--- src/rtl/rtc_access_sequencer.sv ---
// RTC bus command sequencer: walks the INIT / WRITE / READ transaction lists,
// driving the mux selection code and bus strobes, then waiting on listo_* handshakes.
module rtc_access_sequencer #(
  parameter int unsigned TIMEOUT_CYC = 1000
) (
  input  logic       clk,
  input  logic       reset,
  input  logic       iniciar,
  input  logic       escribir,
  input  logic       leer,
  input  logic       listo_escribe,
  input  logic       listo_lee,
  input  logic [7:0] dato_leido,
  output logic [7:0] seleccion,
  output logic       wr_strobe,
  output logic       rd_strobe,
  output logic       ocupado,
  output logic       hecho,
  output logic       error,
  output logic [7:0] RG1,
  output logic [7:0] RG2,
  output logic [7:0] RG3
);

  typedef enum logic [2:0] {
    S_IDLE,
    S_ADDR_STB,
    S_ADDR_WAIT,
    S_DATA_STB,
    S_DATA_WAIT,
    S_NEXT,
    S_DONE
  } state_t;

  typedef enum logic [1:0] {
    MODE_INIT,
    MODE_WRITE,
    MODE_READ
  } mode_t;

  localparam logic [15:0] LAST_WAIT = 16'(TIMEOUT_CYC - 1);
  localparam logic [7:0]  SEL_IDLE  = 8'h00;
  localparam logic [7:0]  SEL_READ  = 8'h03;

  state_t      state, state_n;
  mode_t       mode, mode_n;
  logic [1:0]  idx, idx_n;
  logic [15:0] cnt, cnt_n;
  logic [7:0]  sel_n, rg1_n, rg2_n, rg3_n;
  logic        wr_n, rd_n, ocupado_n, hecho_n, error_n;
  logic        listo_ok, timed_out;

  function automatic logic [7:0] addr_code(input mode_t m, input logic [1:0] i);
    logic [7:0] code;
    code = 8'h00;
    case (m)
      MODE_INIT: code = (i == 2'd2) ? 8'h07 : 8'h04;
      default:   code = 8'h0A + {6'd0, i};  // WRITE and READ share 0x0A..0x0C
    endcase
    return code;
  endfunction

  function automatic logic [7:0] data_code(input mode_t m, input logic [1:0] i);
    logic [7:0] code;
    code = SEL_READ;
    case (m)
      MODE_INIT: begin
        case (i)
          2'd0:    code = 8'h05;
          2'd1:    code = 8'h06;
          default: code = 8'h08;
        endcase
      end
      MODE_WRITE: begin
        case (i)
          2'd0:    code = 8'h19;
          2'd1:    code = 8'h1D;
          default: code = 8'h1E;
        endcase
      end
      default: code = SEL_READ;
    endcase
    return code;
  endfunction

  // Next-state logic; outputs are computed from the next state so that the
  // registered outputs line up with the state they belong to.
  always_comb begin
    state_n   = state;
    mode_n    = mode;
    idx_n     = idx;
    cnt_n     = cnt;
    error_n   = error;
    rg1_n     = RG1;
    rg2_n     = RG2;
    rg3_n     = RG3;
    listo_ok  = 1'b0;
    timed_out = (cnt == LAST_WAIT);

    case (state)
      S_IDLE: begin
        if (iniciar || escribir || leer) begin
          if (iniciar)       mode_n = MODE_INIT;
          else if (escribir) mode_n = MODE_WRITE;
          else               mode_n = MODE_READ;
          idx_n   = 2'd0;
          error_n = 1'b0;
          state_n = S_ADDR_STB;
        end
      end
      S_ADDR_STB: begin
        cnt_n   = '0;
        state_n = S_ADDR_WAIT;
      end
      S_ADDR_WAIT: begin
        listo_ok = listo_escribe;
        if (listo_ok) begin
          state_n = S_DATA_STB;
        end else if (timed_out) begin
          error_n = 1'b1;
          state_n = S_IDLE;
        end else begin
          cnt_n = cnt + 16'd1;
        end
      end
      S_DATA_STB: begin
        cnt_n   = '0;
        state_n = S_DATA_WAIT;
      end
      S_DATA_WAIT: begin
        listo_ok = (mode == MODE_READ) ? listo_lee : listo_escribe;
        if (listo_ok) begin
          if (mode == MODE_READ) begin
            case (idx)
              2'd0:    rg1_n = dato_leido;
              2'd1:    rg2_n = dato_leido;
              default: rg3_n = dato_leido;
            endcase
          end
          state_n = S_NEXT;
        end else if (timed_out) begin
          error_n = 1'b1;
          state_n = S_IDLE;
        end else begin
          cnt_n = cnt + 16'd1;
        end
      end
      S_NEXT: begin
        if (idx == 2'd2) begin
          state_n = S_DONE;
        end else begin
          idx_n   = idx + 2'd1;
          state_n = S_ADDR_STB;
        end
      end
      S_DONE:  state_n = S_IDLE;
      default: state_n = S_IDLE;
    endcase
  end

  // Registered-output values; WAIT/NEXT/DONE hold the last selection code.
  always_comb begin
    sel_n     = seleccion;
    wr_n      = 1'b0;
    rd_n      = 1'b0;
    ocupado_n = (state_n != S_IDLE);
    hecho_n   = (state_n == S_DONE);

    case (state_n)
      S_IDLE: sel_n = SEL_IDLE;
      S_ADDR_STB: begin
        sel_n = addr_code(mode_n, idx_n);
        wr_n  = 1'b1;
      end
      S_DATA_STB: begin
        if (mode_n == MODE_READ) begin
          sel_n = SEL_READ;
          rd_n  = 1'b1;
        end else begin
          sel_n = data_code(mode_n, idx_n);
          wr_n  = 1'b1;
        end
      end
      default: sel_n = seleccion;
    endcase
  end

  always_ff @(posedge clk) begin
    if (reset) begin
      state     <= S_IDLE;
      mode      <= MODE_INIT;
      idx       <= '0;
      cnt       <= '0;
      seleccion <= SEL_IDLE;
      wr_strobe <= 1'b0;
      rd_strobe <= 1'b0;
      ocupado   <= 1'b0;
      hecho     <= 1'b0;
      error     <= 1'b0;
      RG1       <= '0;
      RG2       <= '0;
      RG3       <= '0;
    end else begin
      state     <= state_n;
      mode      <= mode_n;
      idx       <= idx_n;
      cnt       <= cnt_n;
      seleccion <= sel_n;
      wr_strobe <= wr_n;
      rd_strobe <= rd_n;
      ocupado   <= ocupado_n;
      hecho     <= hecho_n;
      error     <= error_n;
      RG1       <= rg1_n;
      RG2       <= rg2_n;
      RG3       <= rg3_n;
    end
  end

endmodule

--- config.mk ---
export PLATFORM = sky130hd
export DESIGN_NAME = rtc_access_sequencer
export DESIGN_NICKNAME = d
export VERILOG_FILES = /design/src/rtl/rtc_access_sequencer.sv
export SDC_FILE = /design/constraint.sdc
export NUM_CORES = 1
export LEC_CHECK = 0
export BUFFER_PORTS_ARGS = -buffer_cell sky130_fd_sc_hd__buf_4
export CORE_ASPECT_RATIO = 1.75
export CORE_MARGIN = 2
export CORE_UTILIZATION = 45
export DETAILED_ROUTE_END_ITERATION = 8
export PLACE_DENSITY = 0.73
export SKIP_LAST_GASP = 1
export SLEW_MARGIN = 20
export SYNTH_ARGS = -nofsm -noshare
export SYNTH_HDL_FRONTEND = slang
export SYNTH_SLANG_ARGS = --single-unit
--- constraint.sdc ---
create_clock -name clk -period 3.1 [get_ports clk]
set_input_delay 0.155 -clock clk [delete_from_list [all_inputs] [get_ports clk]]
set_output_delay 0.155 -clock clk [all_outputs]
set_load 0.01 [all_outputs]
==> qor.csv, run 1 <==
stage;metric;value;unit
drt;Post-DRT Antenna Nets;0;
floorplanning;Chip Height;107;um
critical_path;Critical Path RT;3.30;ns
yosys;cell taking the most area after synthesis;dfxtp_1;
sta;Max Freq;0.410;GHz
clock_network;CTS buffer count;9;
yosys;sequential element share of the synthesized area;0.421;
sta;Slew Limit Fails;0;
critical_path;CP Max Fanout;16;
global_routing;initial antenna violation count;0;
flow_run;Max Cap Viol;0;
layout;Area Growth Syn to Fin;23.3;%
global_routing;largest net degree at the start of global routing;45;
sta;post-route minimum period;2.44;ns
sta;Layout Skew;0.00825;ns
floorplanning;# rows;37;
drt;Routed WL;6180;um
clock_network;CTS tree;yes;
sta;RSZ-0062 raised after global routing;false;
yosys;Mapped Area;2710;um2
clock_network;Clock transition at path regs;0.07;ns
sta;final setup fails;0;
drt;1st-pass router iterations;4;
clock_network;H-tree levels;3;
yosys;Distinct cells, synth;56;
global_routing;GRT Residual Overflow;0;
floorplanning;Starting Density;0.464;
yosys;Post-synth EDFFs;0;
drt;wire per inst;13.8;um
yosys;top post-synthesis cells by count;dfxtp_1, nor2_1, nand2_1, nand3_1, a21oi_1;
floorplanning;Core ar.;5830;um2
drt;Vias/cell;5.36;
power_and_ir_drop;Leakage Power;1.28;nW
layout;final core utilization;0.572;
critical_path;Crit Path Category;reg2reg;
sta;period utilization;0.787;
layout;number of diodes;0;
place;I/O Buffers;48;
yosys;Syn Inst Count;318;
clock_network;CTS-repair resized insts;0;
global_routing;GRT Total Usage;0.198;
yosys;ys async rst share;0;
drt;initial drt markers;100;
sta;slew margin rel.;0.497;
clock_network;Root Buffer;clkbuf_8;
critical_path;Data arrival, critical path;2.64;ns
sta;final-report hold violation count;0;
yosys;ys flop type;dfxtp_1;
power_and_ir_drop;VDD IR max;0.000362;V
drt;total number of vias;2395;
clock_network;CTS max path bufs;2;
sta;Least-Margin Pin Slew;0.745;ns
layout;layout cells sized above 1;0.214;
floorplanning;io pins;52;
sta;setup TNS;0;ns
critical_path;CP endpoint kind;flip-flop;
yosys;Mean Syn Cell Area;8.51;um2
yosys;number of synthesized register bits;57;
clock_network;Skew-Pair Late Insertion Delay;0.33;ns
min_path;worst hold path type;in2reg;
power_and_ir_drop;PD cells;627;nW/um2
critical_path;Startpoint Class;flip-flop;
global_routing;vias in the first global route;2263;
drt;drt drc;0;
global_routing;first-pass GRT wire length;10500;um
floorplanning;Die ar.;6680;um2
yosys;Synth area leaders;dfxtp_1, nor2_1, nand3_1;
place;HPWL Detailed;4580;um
place;GPL Wtd Cong;0.856;
clock_network;Post-CTS Hold Fix Bufs;0;
floorplanning;die width;62.6;um
yosys;Syn. warnings;0;
clock_network;Clock Sinks;57;
yosys;post-synth top area share;0.421;
layout;final net count;384;
clock_network;postcts setup bufs;0;
yosys;most common cell in the netlist;dfxtp_1;
outcome;outcome;finished, final reports clean;
sta;Hold WS;0.0770;ns
-- worst max-delay path: stages, from the launching register on --
cell	delay, ns
dfxtp_1	0.56
nand2b_1	0.27
a2111oi_4	0.39
o21ai_2	0.25
a2111oi_0	0.59
xnor2_1	0.19
nor2_1	0.05
-- per-stage QoR --
step	total power [mW]	cells	instance area [um2]	setup WS, ns
floorplan	1.19	320	2720	0.934
finish	2.09	447	3340	0.661
global route	2.21	447	3340	0.395
global placement	1.32	431	3110	0.772
CTS	2.11	447	3340	0.684
detailed placement	1.33	431	3110	0.703
-- cell usage in the layout (no fill, tap or decap), drive strengths merged, types with 2 or more instances in the layout --
cell / synthesis / final
nand3: 27 / 27
nand4: 3 / 3
buf: 9 / 53
nor2b: 5 / 5
nor3: 4 / 4
a2111oi: 5 / 5
o311a: 2 / 2
o211ai: 2 / 2
conb: 1 / 3
nand2: 31 / 31
or4: 3 / 3
a21oi: 24 / 24
a211oi: 9 / 9
nand2b: 8 / 8
a31oi: 5 / 5
inv: 10 / 10
nor4: 4 / 4
o21ai: 8 / 8
clkinv: 0 / 2
o31ai: 3 / 3
ha: 5 / 5
mux2i: 8 / 8
nor2: 38 / 38
xnor2: 13 / 13
dfxtp: 57 / 57
bufinv: 0 / 2
clkbuf: 11 / 11
a221oi: 2 / 2
o22ai: 2 / 2
or3: 3 / 3
-- area by class of cell --
class / instances / area [um2]
Fill cell: 579 / 2490
Multi-Input combinational cell: 233 / 1440
Sequential cell: 57 / 1140
Timing Repair Buffer: 53 / 398
Clock buffer: 11 / 151
Tap cell: 78 / 97.6
Clock inverter: 5 / 77.6
Inverter: 10 / 37.5
-- final timing paths --
path / startpoint / end / slack (ns) / cells past startpoint
worst max register to register: state[2] / cnt[8] / 0.66 / 6
worst max-delay path: state[2] / cnt[8] / 0.66 / 6
worst min-delay path: dato_leido[6] / RG3[6] / 0.08 / 3
worst min register to register: RG2[7] / RG2[7] / 0.46 / 2
-- where the power goes --
group / internal [mW] / switching, mW
Combinational: 0.195 / 0.307
Sequential: 0.781 / 0.0313
Clock: 0.493 / 0.284
-- per-layer routing --
layer,part of all wire,vias to the layer above,GRT usage
met5,0,-,0
met4,0.020,0,0.0921
met3,0.038,10,0.0525
met2,0.53,54,0.346
met1,0.41,1110,0.223
li1,-,1221,-
-- kinds of logic after synthesis --
| family | count (synthesis) | synth area share |
|---|---|---|
| and+or+nand+nor | 133 | 0.240 |
| AOI/OAI and AO/OA | 71 | 0.191 |
| DFF | 57 | 0.421 |
| buffers and inverters | 30 | 0.0513 |
| xor gates and xnor gates | 13 | 0.0421 |
| muxes | 8 | 0.0296 |
| adders and majority gates | 5 | 0.0231 |
| other | 1 | 0.00138 |
-- flip-flops by register name, indices dropped and copies added, names as in the netlist --
signal     count
RG1            8
rd_strobe      1
ocupado        1
seleccion      5
hecho          1
RG3            8
RG2            8
error          1
mode           2
cnt           16
state          3
idx            2
wr_strobe      1
Note: power is estimated with default switching activity, not from simulation.
==> inputs of run 2 (changes only) <==
- clock period: 3.1 -> 2.3 ns (I/O delays scaled with it)
==> qor.csv, run 2 (same netlist as run 1, synthesis figures left out) <==
stage;metric;value;unit
outcome;outcome;finished, final reports clean;
layout;commonest non-fill, non-tap cells in the layout;buf_4, dfxtp_1, nor2_1;
place;GPL Wtd Cong;0.900;
floorplanning;Die ar.;6680;um2
sta;final-report hold violation count;0;
critical_path;Startpoint Class;flip-flop;
place;Cells after DPL;447;
clock_network;Clock Sinks;57;
power_and_ir_drop;P_int;2.11;mW
place;HPWL Detailed;4780;um
power_and_ir_drop;VDD IR max;0.000687;V
drt;initial drt markers;145;
critical_path;Crit Path Category;reg2reg;
layout;final instance count without filler cells;466;
layout;Area Growth Syn to Fin;31.4;%
layout;final net count;403;
sta;Least-Margin Pin Slew;0.497;ns
critical_path;CP cell instances;or4_4, or4_4, o21ai_4, buf_12, nand2_1, a311oi_1;
global_routing;initial antenna violation count;0;
critical_path;CP Buf/Inv Count;1;
clock_network;CTS tree;yes;
power_and_ir_drop;Combinational Power Share;0.268;
global_routing;first-pass GRT wire length;11100;um
layout;Largest register FFs;16;
layout;Biggest register;cnt;
clock_network;Skew-Pair Late Insertion Delay;0.35;ns
min_path;worst hold path type;in2reg;
sta;post-route minimum period;2.28;ns
power_and_ir_drop;Leakage Power;1.38;nW
sta;Max Freq;0.439;GHz
layout;commonest non-fill, non-tap cell in the layout;buf_4;
drt;Post-DRT Antenna Nets;0;
sta;Slew Limit Fails;0;
critical_path;Slowest-stage cell, CP;or4_4;
floorplanning;# rows;37;
critical_path;CP Max Fanout;13;
floorplanning;io pins;52;
global_routing;largest net degree at the start of global routing;45;
drt;Routed WL;6790;um
power_and_ir_drop;Design Power;3.04;mW
place;I/O Buffers;48;
drt;drt drc;0;
power_and_ir_drop;Reg power frac;0.359;
clock_network;H-tree levels;3;
critical_path;delay-heaviest family, CP;simple AND/OR/NAND/NOR gates;
critical_path;Most Frequent Cell on Critical Path;or4_4;
sta;Hold WS;0.0210;ns
critical_path;Data arrival, critical path;2.53;ns
sta;final setup fails;0;
layout;layout cells sized above 1;0.253;
floorplanning;die width;62.6;um
drt;1st-pass router iterations;4;
drt;Vias/cell;5.45;
critical_path;R2R Setup Slk;0.02;ns
power_and_ir_drop;Clk pwr share;0.374;
layout;number of diodes;0;
drt;total number of vias;2542;
global_routing;GRT Total Usage;0.213;
global_routing;vias in the first global route;2428;
flow_run;Max Cap Viol;0;
sta;period utilization;0.991;
drt;wire per inst;14.6;um
clock_network;CTS buffer count;9;
sta;Layout Skew;0.0102;ns
power_and_ir_drop;Sw Pwr;922;uW
critical_path;Critical Path RT;2.55;ns
power_and_ir_drop;Net Sw Frac;0.304;
floorplanning;Starting Density;0.464;
floorplanning;Chip Height;107;um
sta;slew margin rel.;0.668;
clock_network;Root Buffer;clkbuf_8;
clock_network;CTS max path bufs;2;
clock_network;Clock transition at path regs;0.07;ns
power_and_ir_drop;PD cells;853;nW/um2
floorplanning;Core ar.;5830;um2
critical_path;slowest stage delay, CP;0.59;ns
critical_path;CP endpoint kind;flip-flop;
global_routing;GRT Residual Overflow;0;
[run 2: area by class of cell]
type	count	area (um2)
fill	532	2270
timing repair buffer	72	568
clock inverter	7	119
inverter	10	37.5
multi-input combinational	233	1470
tap	78	97.6
clock buffer	9	124
sequential	57	1140
[run 2: routing by layer]
layer  routed length [um]  part of all wire  GRT usage  vias to the layer above
met5                    0                 0          0                        -
met4                  274             0.040      0.144                        0
met3                  322             0.047     0.0651                       23
met2                 3640              0.54      0.366                       69
met1                 2550              0.38      0.218                     1196
li1                     -                 -          -                     1254
[run 2: path summary, 6_finish.rpt]
path / from / endpoint / cells after the start
setup / recovery: cnt[11] / cnt[15] / 6
hold reg to reg: RG2[7] / RG2[7] / 2
hold / removal: dato_leido[0] / RG3[0] / 3
setup reg to reg: cnt[11] / cnt[15] / 6
[run 2: tightest hold or removal path, cell delays in order]
cell     delay (ns)
buf_4          0.09
mux2i_1        0.06
nor2_1         0.07
[run 2: through the flow]
step | util | area (um2) | setup TNS (ns) | worst slack [ns]
after detailed placement | 0.556 | 3240 | -0.0540 | -0.0212
final | 0.610 | 3560 | 0 | 0.0207
after global placement | 0.556 | 3240 | 0 | 0.00976
after global routing | 0.610 | 3560 | -0.00765 | -0.00765
after floorplan | - | 2720 | 0 | 0.134
after CTS | 0.601 | 3510 | 0 | 0.0463
[run 2: repair_timing]
item	CTS	global route
resized for setup	2	6
buffers inserted	0	2
hold endpoints to repair	1	0
setup endpoints to repair	5	7
pin swaps	0	1
hold buffers	1	0
[run 2: power groups by stage]
stage / Combinational [mW] / Clock [mW] / Sequential (mW)
finish: 0.813 / 1.13 / 1.09
global route: 0.889 / 1.20 / 1.10
CTS: 0.759 / 1.16 / 1.09
detailed placement: 0.746 / 0 / 1.11
global placement: 0.738 / 0 / 1.11
floorplan: 0.476 / 0 / 1.12
